--- src/rtl/bcd_two_digit_counter.sv ---
// Two-digit BCD up/down event counter with prescaled count tick and a free-running
// scan divider that produces the ones/tens digit-select for a display mux.
module bcd_two_digit_counter #(
  parameter int COUNT_DIV = 100_000_000,
  parameter int SCAN_BITS = 18
) (
  input  logic       Clk,
  input  logic       Reset_n,
  input  logic       Enable,
  input  logic       Up_Down,
  input  logic       Clear,
  input  logic       Load,
  input  logic [3:0] Load_Ones,
  input  logic [3:0] Load_Tens,
  output logic [3:0] Ones_Counter,
  output logic [3:0] Tens_Counter,
  output logic       Select,
  output logic       Tick,
  output logic       Wrap
);

  localparam int PW = (COUNT_DIV > 1) ? $clog2(COUNT_DIV) : 1;
  localparam logic [PW-1:0] PRE_MAX = PW'(COUNT_DIV - 1);

  logic [PW-1:0]        pre_q,  pre_d;
  logic [SCAN_BITS-1:0] scan_q, scan_d;
  logic [3:0]           ones_q, ones_d;
  logic [3:0]           tens_q, tens_d;
  logic                 tick_q, tick_d;
  logic                 wrap_q, wrap_d;
  logic                 tick_now;

  function automatic logic [3:0] clamp9(input logic [3:0] v);
    return (v > 4'd9) ? 4'd9 : v;
  endfunction

  assign tick_now = Enable && (pre_q == PRE_MAX);

  always_comb begin
    scan_d = scan_q + SCAN_BITS'(1);
    pre_d  = pre_q;
    ones_d = ones_q;
    tens_d = tens_q;
    tick_d = 1'b0;
    wrap_d = 1'b0;

    if (Enable)
      pre_d = tick_now ? '0 : pre_q + PW'(1);

    if (Clear) begin
      pre_d  = '0;
      ones_d = 4'd0;
      tens_d = 4'd0;
    end else if (Load) begin
      // a tick landing on a load cycle is dropped; prescaler keeps running
      ones_d = clamp9(Load_Ones);
      tens_d = clamp9(Load_Tens);
    end else if (tick_now) begin
      tick_d = 1'b1;
      if (Up_Down) begin
        if (ones_q < 4'd9) begin
          ones_d = ones_q + 4'd1;
        end else begin
          ones_d = 4'd0;
          if (tens_q < 4'd9) begin
            tens_d = tens_q + 4'd1;
          end else begin
            tens_d = 4'd0;
            wrap_d = 1'b1;
          end
        end
      end else begin
        if (ones_q > 4'd0) begin
          ones_d = ones_q - 4'd1;
        end else begin
          ones_d = 4'd9;
          if (tens_q > 4'd0) begin
            tens_d = tens_q - 4'd1;
          end else begin
            tens_d = 4'd9;
            wrap_d = 1'b1;
          end
        end
      end
    end
  end

  always_ff @(posedge Clk or negedge Reset_n) begin
    if (!Reset_n) begin
      pre_q  <= '0;
      scan_q <= '0;
      ones_q <= 4'd0;
      tens_q <= 4'd0;
      tick_q <= 1'b0;
      wrap_q <= 1'b0;
    end else begin
      pre_q  <= pre_d;
      scan_q <= scan_d;
      ones_q <= ones_d;
      tens_q <= tens_d;
      tick_q <= tick_d;
      wrap_q <= wrap_d;
    end
  end

  assign Ones_Counter = ones_q;
  assign Tens_Counter = tens_q;
  assign Select       = scan_q[SCAN_BITS-1];
  assign Tick         = tick_q;
  assign Wrap         = wrap_q;

endmodule

--- config.mk ---
export PLATFORM = sky130hd
export DESIGN_NAME = bcd_two_digit_counter
export DESIGN_NICKNAME = d
export VERILOG_FILES = /design/src/rtl/bcd_two_digit_counter.sv
export SDC_FILE = /design/constraint.sdc
export NUM_CORES = 1
export LEC_CHECK = 0
export CAP_MARGIN = 20
export CORE_UTILIZATION = 50
export DETAILED_ROUTE_END_ITERATION = 8
export GPL_ROUTABILITY_DRIVEN = 0
export MAX_ROUTING_LAYER = met4
export PLACE_DENSITY = 0.7
export RECOVER_POWER = 25
export REMOVE_ABC_BUFFERS = 1
export SETUP_SLACK_MARGIN = 0.05
export SYNTH_ARGS = -nofsm -noshare
export SYNTH_HDL_FRONTEND = slang
export SYNTH_SLANG_ARGS = --single-unit
--- constraint.sdc ---
create_clock -name Clk -period 2.7 [get_ports Clk]
set_clock_uncertainty 0.05 [all_clocks]
set_input_delay 0.54 -clock Clk [delete_from_list [all_inputs] [get_ports Clk]]
set_output_delay 0.54 -clock Clk [all_outputs]
set_load 0.02 [all_outputs]
==> flow_summary.toml, run 1 <==
[run]
max_cap_violations = 0

[global_route]
use_met1_pct = 28.7
grt_overflow_total = 0
grt_most_used_layer = "met2"
grt_use_met3_pct = 3.52
first_pass_grt_wire_length_um = 10500
first_global_vias = 2255
grt_use_met2_pct = 34.7
grt_use_total_pct = 21.7
grt_start_max_net_pins = 24
initial_antenna_violation_count = 0

[drt]
detail_route.wirelength_um = 6150
route.vias.total = 2396
routed_via_density = 5.46
drt-pass1-iter-count = 4
post-route-drc-count = 0
drt_iter0_markers = 108
final_antenna_net_count = 0
drt-wirelength-per-cell_um = 14.0

[power_and_ir_drop]
switching_share_pct = 23.2
p_comb_share_pct = 12.0
power_density_nw_per_um2 = 471
peakVddDrop_v = 0.000248
p_leak_nw = 1.54
total_switching_power_uw = 391
power.internal_mw = 1.30
clkPwrFrac_pct = 37.4
seq_power_share_pct = 50.6

[timing]
maxClockFrequency_mhz = 444
setup-tns-final_ns = 0
min_period_over_period_pct = 83.4
setup_slack_ns = 0.449
worst_hold_slack_ns = 0.390
timing_hold_violations_final = 0
timing_max_transition_violations_final = 0
max_slew_margin_pct = 23.0
setup_repair_after_global_routing_missed_its_margin = "no"
setup_viol = 0
final_period_minus_worst_setup_slack_ns = 2.25
worst_pin_slew_ns = 1.15

[cts]
number_of_buffers_created_by_cts = 5
ctsResizeCount = 0
clk_pin_slew_worst_paths_ns = 0.10
postCtsSetupBuffers = 0
clk_latency_ns = 0.31
tritoncts_clock_tree = "built"
ctsLongestPathBuffers = 2
clock-sinks = 55
clockRootBuffer = "clkbuf_8"
post_cts_hold_buffer_count = 0
htree_num_levels = 2

[finish]
finish.cell_count_without_fillers = 439
finalNetCount = 385
layout-drive-gt1-share_pct = 7.14
layout-area-overhead-vs-synth_pct = 16.0
antenna-diode-count = 0

[yosys]
synthAdderAreaFrac_pct = 3.24
synth_edf_count = 0
synth_top_cell_by_area = "dfrtp_1"
synth_seq_area_share_pct = 44.6
most_frequently_used_flop_master_after_synthesis = "dfrtp_1"
muxShareOfSynthArea_pct = 2.11
ys_top_cells_by_count = "dfrtp_1 (55), nor2_1 (47), nand2_1 (30)"
synthXorXnorAreaFrac_pct = 11.3
synth_top_family_by_area = "simple AND/OR/NAND/NOR gates"
synthSimpleGateAreaFrac_pct = 24.1
yosys.cell_types.count = 50
synth_most_common_cell = "dfrtp_1"
synth_compound_gate_area_share_pct = 10.4
synth_warnings = 0
postSynthAreaPerCell_um2 = 9.28
netlist_top_cells_area = "dfrtp_1 (45%), xnor2_1 (6.8%), nor2_1 (5.7%)"
async_flop_share_pct = 100
synth_top_area_share_pct = 44.6
synthCells = 333
total_of_flip_flops_plus_latches_after_synthesis = 55
netlist_area_pre_place_um2 = 3090

[critical_path]
r2r_cells = 5
crit-reg2reg-launch = "pre_q[17]"
regToRegEndpoint = "Ones_Counter[2]"
arrival_ns = 2.45
crit_path_start_kind = "flop"
critical_path_required_ns = 2.90
ff2ff_setup_slack_ns = 0.45
critical_path.max_fanout = 9
cp-end-kind = "flop"
worst-setup-path-type = "reg -> reg"
crit_path_start = "pre_q[17]"

[die]
die_x_um = 80.6
vert_die_dim_um = 80.6
floorplan.core_area_um2 = 5960
die_area_um2 = 6500
fp-row-count = 28
initial_core_util_pct = 51.9
boundaryPins = 25

[hold_path]
hold_class = "in -> async"

[run_status]
status = "finished, final reports clean"

[placement]
placed_cells_incl_taps = 431
port-buffer-count = 24
pre_cts_ws_ns = 0.294
hpwl_um = 4440
power by group through the flow:
| stage | logic (mW) | registers (mW) | clock network (mW) |
|---|---|---|---|
| after floorplan | 0.0964 | 0.875 | 0 |
| after global placement | 0.201 | 0.870 | 0 |
| after detailed placement | 0.203 | 0.870 | 0 |
| after CTS | 0.205 | 0.854 | 0.641 |
| after global routing | 0.226 | 0.856 | 0.679 |
| final | 0.202 | 0.854 | 0.631 |
through the flow:
step	utilization, %	power, mW	area, µm²
2_1_floorplan	-	0.971	3040
3_3_place_gp	58.1	1.07	3460
3_5_place_dp	58.1	1.07	3460
4_1_cts	60.3	1.70	3590
5_1_grt	60.2	1.76	3580
6_report	60.2	1.69	3580
registers in the layout (all words and copies together) (netlist names):
signal,flops
Ones_Counter,4
Tens_Counter,4
Tick,1
Wrap,1
pre_q,27
scan_q,18
cell usage in the layout, fill, tap and decap left out, types with 2 or more instances in the layout:
master | netlist | final
xnor2_1 | 24 | 24
o211ai_1 | 3 | 3
o41ai_1 | 2 | 2
nand3b_1 | 2 | 2
nor2_1 | 47 | 47
a21oi_1 | 10 | 10
o21a_1 | 2 | 2
o31ai_1 | 3 | 3
clkdlybuf4s50_1 | 0 | 23
nor3_1 | 7 | 7
nor3b_1 | 3 | 3
and3_1 | 5 | 5
bufinv_16 | 0 | 2
a21o_1 | 2 | 2
mux2i_1 | 2 | 2
nand4_1 | 9 | 9
nor4_1 | 8 | 8
a311oi_1 | 2 | 2
buf_4 | 0 | 7
o21bai_1 | 2 | 2
dfrtp_1 | 55 | 55
o2bb2ai_1 | 2 | 2
and4_1 | 3 | 3
a31oi_1 | 3 | 3
a221oi_1 | 2 | 2
clkbuf_1 | 8 | 4
nand2_1 | 30 | 30
ha_1 | 8 | 8
mux2_2 | 4 | 4
clkbuf_8 | 0 | 5
nor2b_1 | 3 | 3
inv_1 | 23 | 23
or4_1 | 2 | 2
xor2_1 | 16 | 16
o21ai_0 | 5 | 5
nand3_1 | 16 | 16
worst max-delay path by stage:
stage                            to  slack, ns  cells past startpoint
global route        Ones_Counter[2]       0.28                      5
CTS                 Ones_Counter[2]       0.44                      5
floorplan                 pre_q[11]       0.47                      5
detailed placement  Ones_Counter[2]       0.29                      6
finish              Ones_Counter[2]       0.45                      5
global placement    Ones_Counter[2]       0.29                      6
cells by family (layout without fill, tap and decap cells):
logic type,Yosys count,after routing
and+or+nand+nor,145,145
DFF,55,55
AOI/OAI and AO/OA,45,45
xor gates and xnor gates,40,40
buffers and inverters,34,65
adders and majority gates,8,8
muxes,6,6
layer usage:
layer / up-vias / wire length [µm]
met2: 40 / 2870
met1: 1132 / 3030
met3: 9 / 177
met5: - / 0
met4: 0 / 74
li1: 1215 / -
layout make-up:
cell class                 count  area [µm²]
fill                         518        2370
multi-input combinational    244        1580
sequential                    55        1380
timing repair buffer          34         314
tap                           75        93.8
inverter                      23        86.3
clock buffer                   6        72.6
clock inverter                 2        60.1
worst max-delay path, cell delays in order (launching register included):
cell and delay, ns:
dfrtp_1 0.45, or4_4 0.55, nor4_4 0.38, nand3_4 0.18
or4b_1 0.49, nand3_1 0.09
(Power assumes the default switching activity.)
==> inputs of run 2 (changes only) <==
==> constraint.sdc (replaced) <==
create_clock -name Clk -period 2.35 [get_ports Clk]
set_clock_uncertainty 0.05 [all_clocks]
set_input_delay 0.47 -clock Clk [delete_from_list [all_inputs] [get_ports Clk]]
set_output_delay 0.47 -clock Clk [all_outputs]
set_load 0.02 [all_outputs]
==> flow_summary.toml, run 2 (synthesized netlist as in run 1, its figures left out) <==
[timing]
max_slew_margin_pct = 15.1
worst_pin_slew_ns = 1.27
setup_repair_after_global_routing_missed_its_margin = "no"
setup-tns-final_ns = 0
min_period_over_period_pct = 89.6
timing_hold_violations_final = 0
timing_max_transition_violations_final = 0
worst_hold_slack_ns = 0.359
maxClockFrequency_mhz = 475
setup_viol = 0
final_period_minus_worst_setup_slack_ns = 2.10

[drt]
final_antenna_net_count = 0
routed_via_density = 5.48
drt-wirelength-per-cell_um = 14.1
route.vias.total = 2446
detail_route.wirelength_um = 6280
drt_iter0_markers = 107
drt-pass1-iter-count = 4
post-route-drc-count = 0

[die]
initial_core_util_pct = 51.9
boundaryPins = 25
floorplan.core_area_um2 = 5960
vert_die_dim_um = 80.6
die_x_um = 80.6
fp-row-count = 28
die_area_um2 = 6500

[run]
max_cap_violations = 0

[finish]
reg.largest.list = "pre_q (27), scan_q (18)"
fill_cells = 517
antenna-diode-count = 0
most_common_cell_after_layout_fill_and_taps_aside = "dfrtp_1"
layout-drive-gt1-share_pct = 9.70
layout-area-overhead-vs-synth_pct = 17.8
finalNetCount = 392
final_cell_mix = "dfrtp_1 (55), nor2_1 (47), nand2_1 (30)"
max_flop_register = "pre_q"
number_of_flip_flops_under_the_largest_register_name = 27

[global_route]
first_global_vias = 2339
first_pass_grt_wire_length_um = 10500
grt_use_total_pct = 21.5
initial_antenna_violation_count = 0
grt_start_max_net_pins = 34
grt_overflow_total = 0

[power_and_ir_drop]
power_density_nw_per_um2 = 514
post-layout-total-power_mw = 1.87
peakVddDrop_v = 0.000338
p_leak_nw = 1.58

[critical_path]
crit-reg2reg-launch = "pre_q[19]"
worst-setup-path-type = "reg -> reg"
critical_path.max_fanout = 7
cp-end-kind = "flop"
arrival_ns = 2.23
critical_path_required_ns = 2.47
regToRegEndpoint = "Ones_Counter[2]"
r2r_cells = 5
crit_path_start_kind = "flop"
ff2ff_setup_slack_ns = 0.25

[hold_path]
hold_class = "in -> async"

[cts]
ctsLongestPathBuffers = 2
clock-sinks = 55
ctsResizeCount = 0
clk_pin_slew_worst_paths_ns = 0.10
number_of_buffers_created_by_cts = 5
htree_num_levels = 2
clk_latency_ns = 0.31
post_cts_hold_buffer_count = 0
postCtsSetupBuffers = 0
tritoncts_clock_tree = "built"
clockRootBuffer = "clkbuf_8"

[placement]
hpwl_um = 4580
port-buffer-count = 24

[run_status]
status = "finished, final reports clean"
-- run 2: report_power, final --
| part | switching (mW) | internal [mW] | total, mW |
|---|---|---|---|
| clock | 0.303 | 0.345 | 0.648 |
| combinational | 0.134 | 0.113 | 0.248 |
| sequential | 0.0182 | 0.958 | 0.976 |
| total | 0.455 | 1.42 | 1.87 |
-- run 2: per-layer routing --
layer	vias to the layer above	track usage, %	part of all wire [%]
li1	1239	-	-
met1	1172	26.9	48
met2	26	35.8	49
met3	9	4.09	2.5
met4	0	5.89	0.97
met5	-	-	0
-- run 2: area by class of cell --
| type | instances | area (µm²) | share of cell area [%] |
|---|---|---|---|
| inverters | 23 | 86.3 | 2.37 |
| flip-flops and latches | 55 | 1380 | 37.8 |
| clock buffers | 6 | 82.6 | 2.27 |
| repair buffers | 41 | 384 | 10.6 |
| multi-input cells | 244 | 1580 | 43.5 |
| clock inverters | 2 | 35.0 | 0.963 |
| well taps | 75 | 93.8 | 2.58 |
-- run 2: stage by stage --
| stage | setup slack, ns | utilization [%] | cells | area, µm² |
|---|---|---|---|---|
| floorplan | 0.116 | - | 322 | 3040 |
| global placement | 0.0968 | 59.4 | 438 | 3540 |
| CTS | 0.114 | 61.4 | 446 | 3660 |
| finish | 0.245 | 61.1 | 446 | 3640 |
| global route | 0.0550 | 61.1 | 446 | 3640 |
| detailed placement | 0.0440 | 59.4 | 438 | 3540 |
-- run 2: worst max-delay path by stage --
stage	from	endpoint	slack, ns
2_1_floorplan	pre_q[19]	pre_q[11]	0.12
3_3_place_gp	Enable	Ones_Counter[2]	0.1
3_5_place_dp	Enable	Ones_Counter[2]	0.04
4_1_cts	pre_q[19]	Ones_Counter[2]	0.11
5_1_grt	Reset_n	Wrap	0.05
6_report	pre_q[19]	Ones_Counter[2]	0.25
-- run 2: critical path, stage by stage, from the launching register on --
cell and delay [ns]:
dfrtp_1 0.44, or4_4 0.57, nor4_4 0.22, nand3_4 0.15, o311ai_0 0.41, nand3_1 0.14
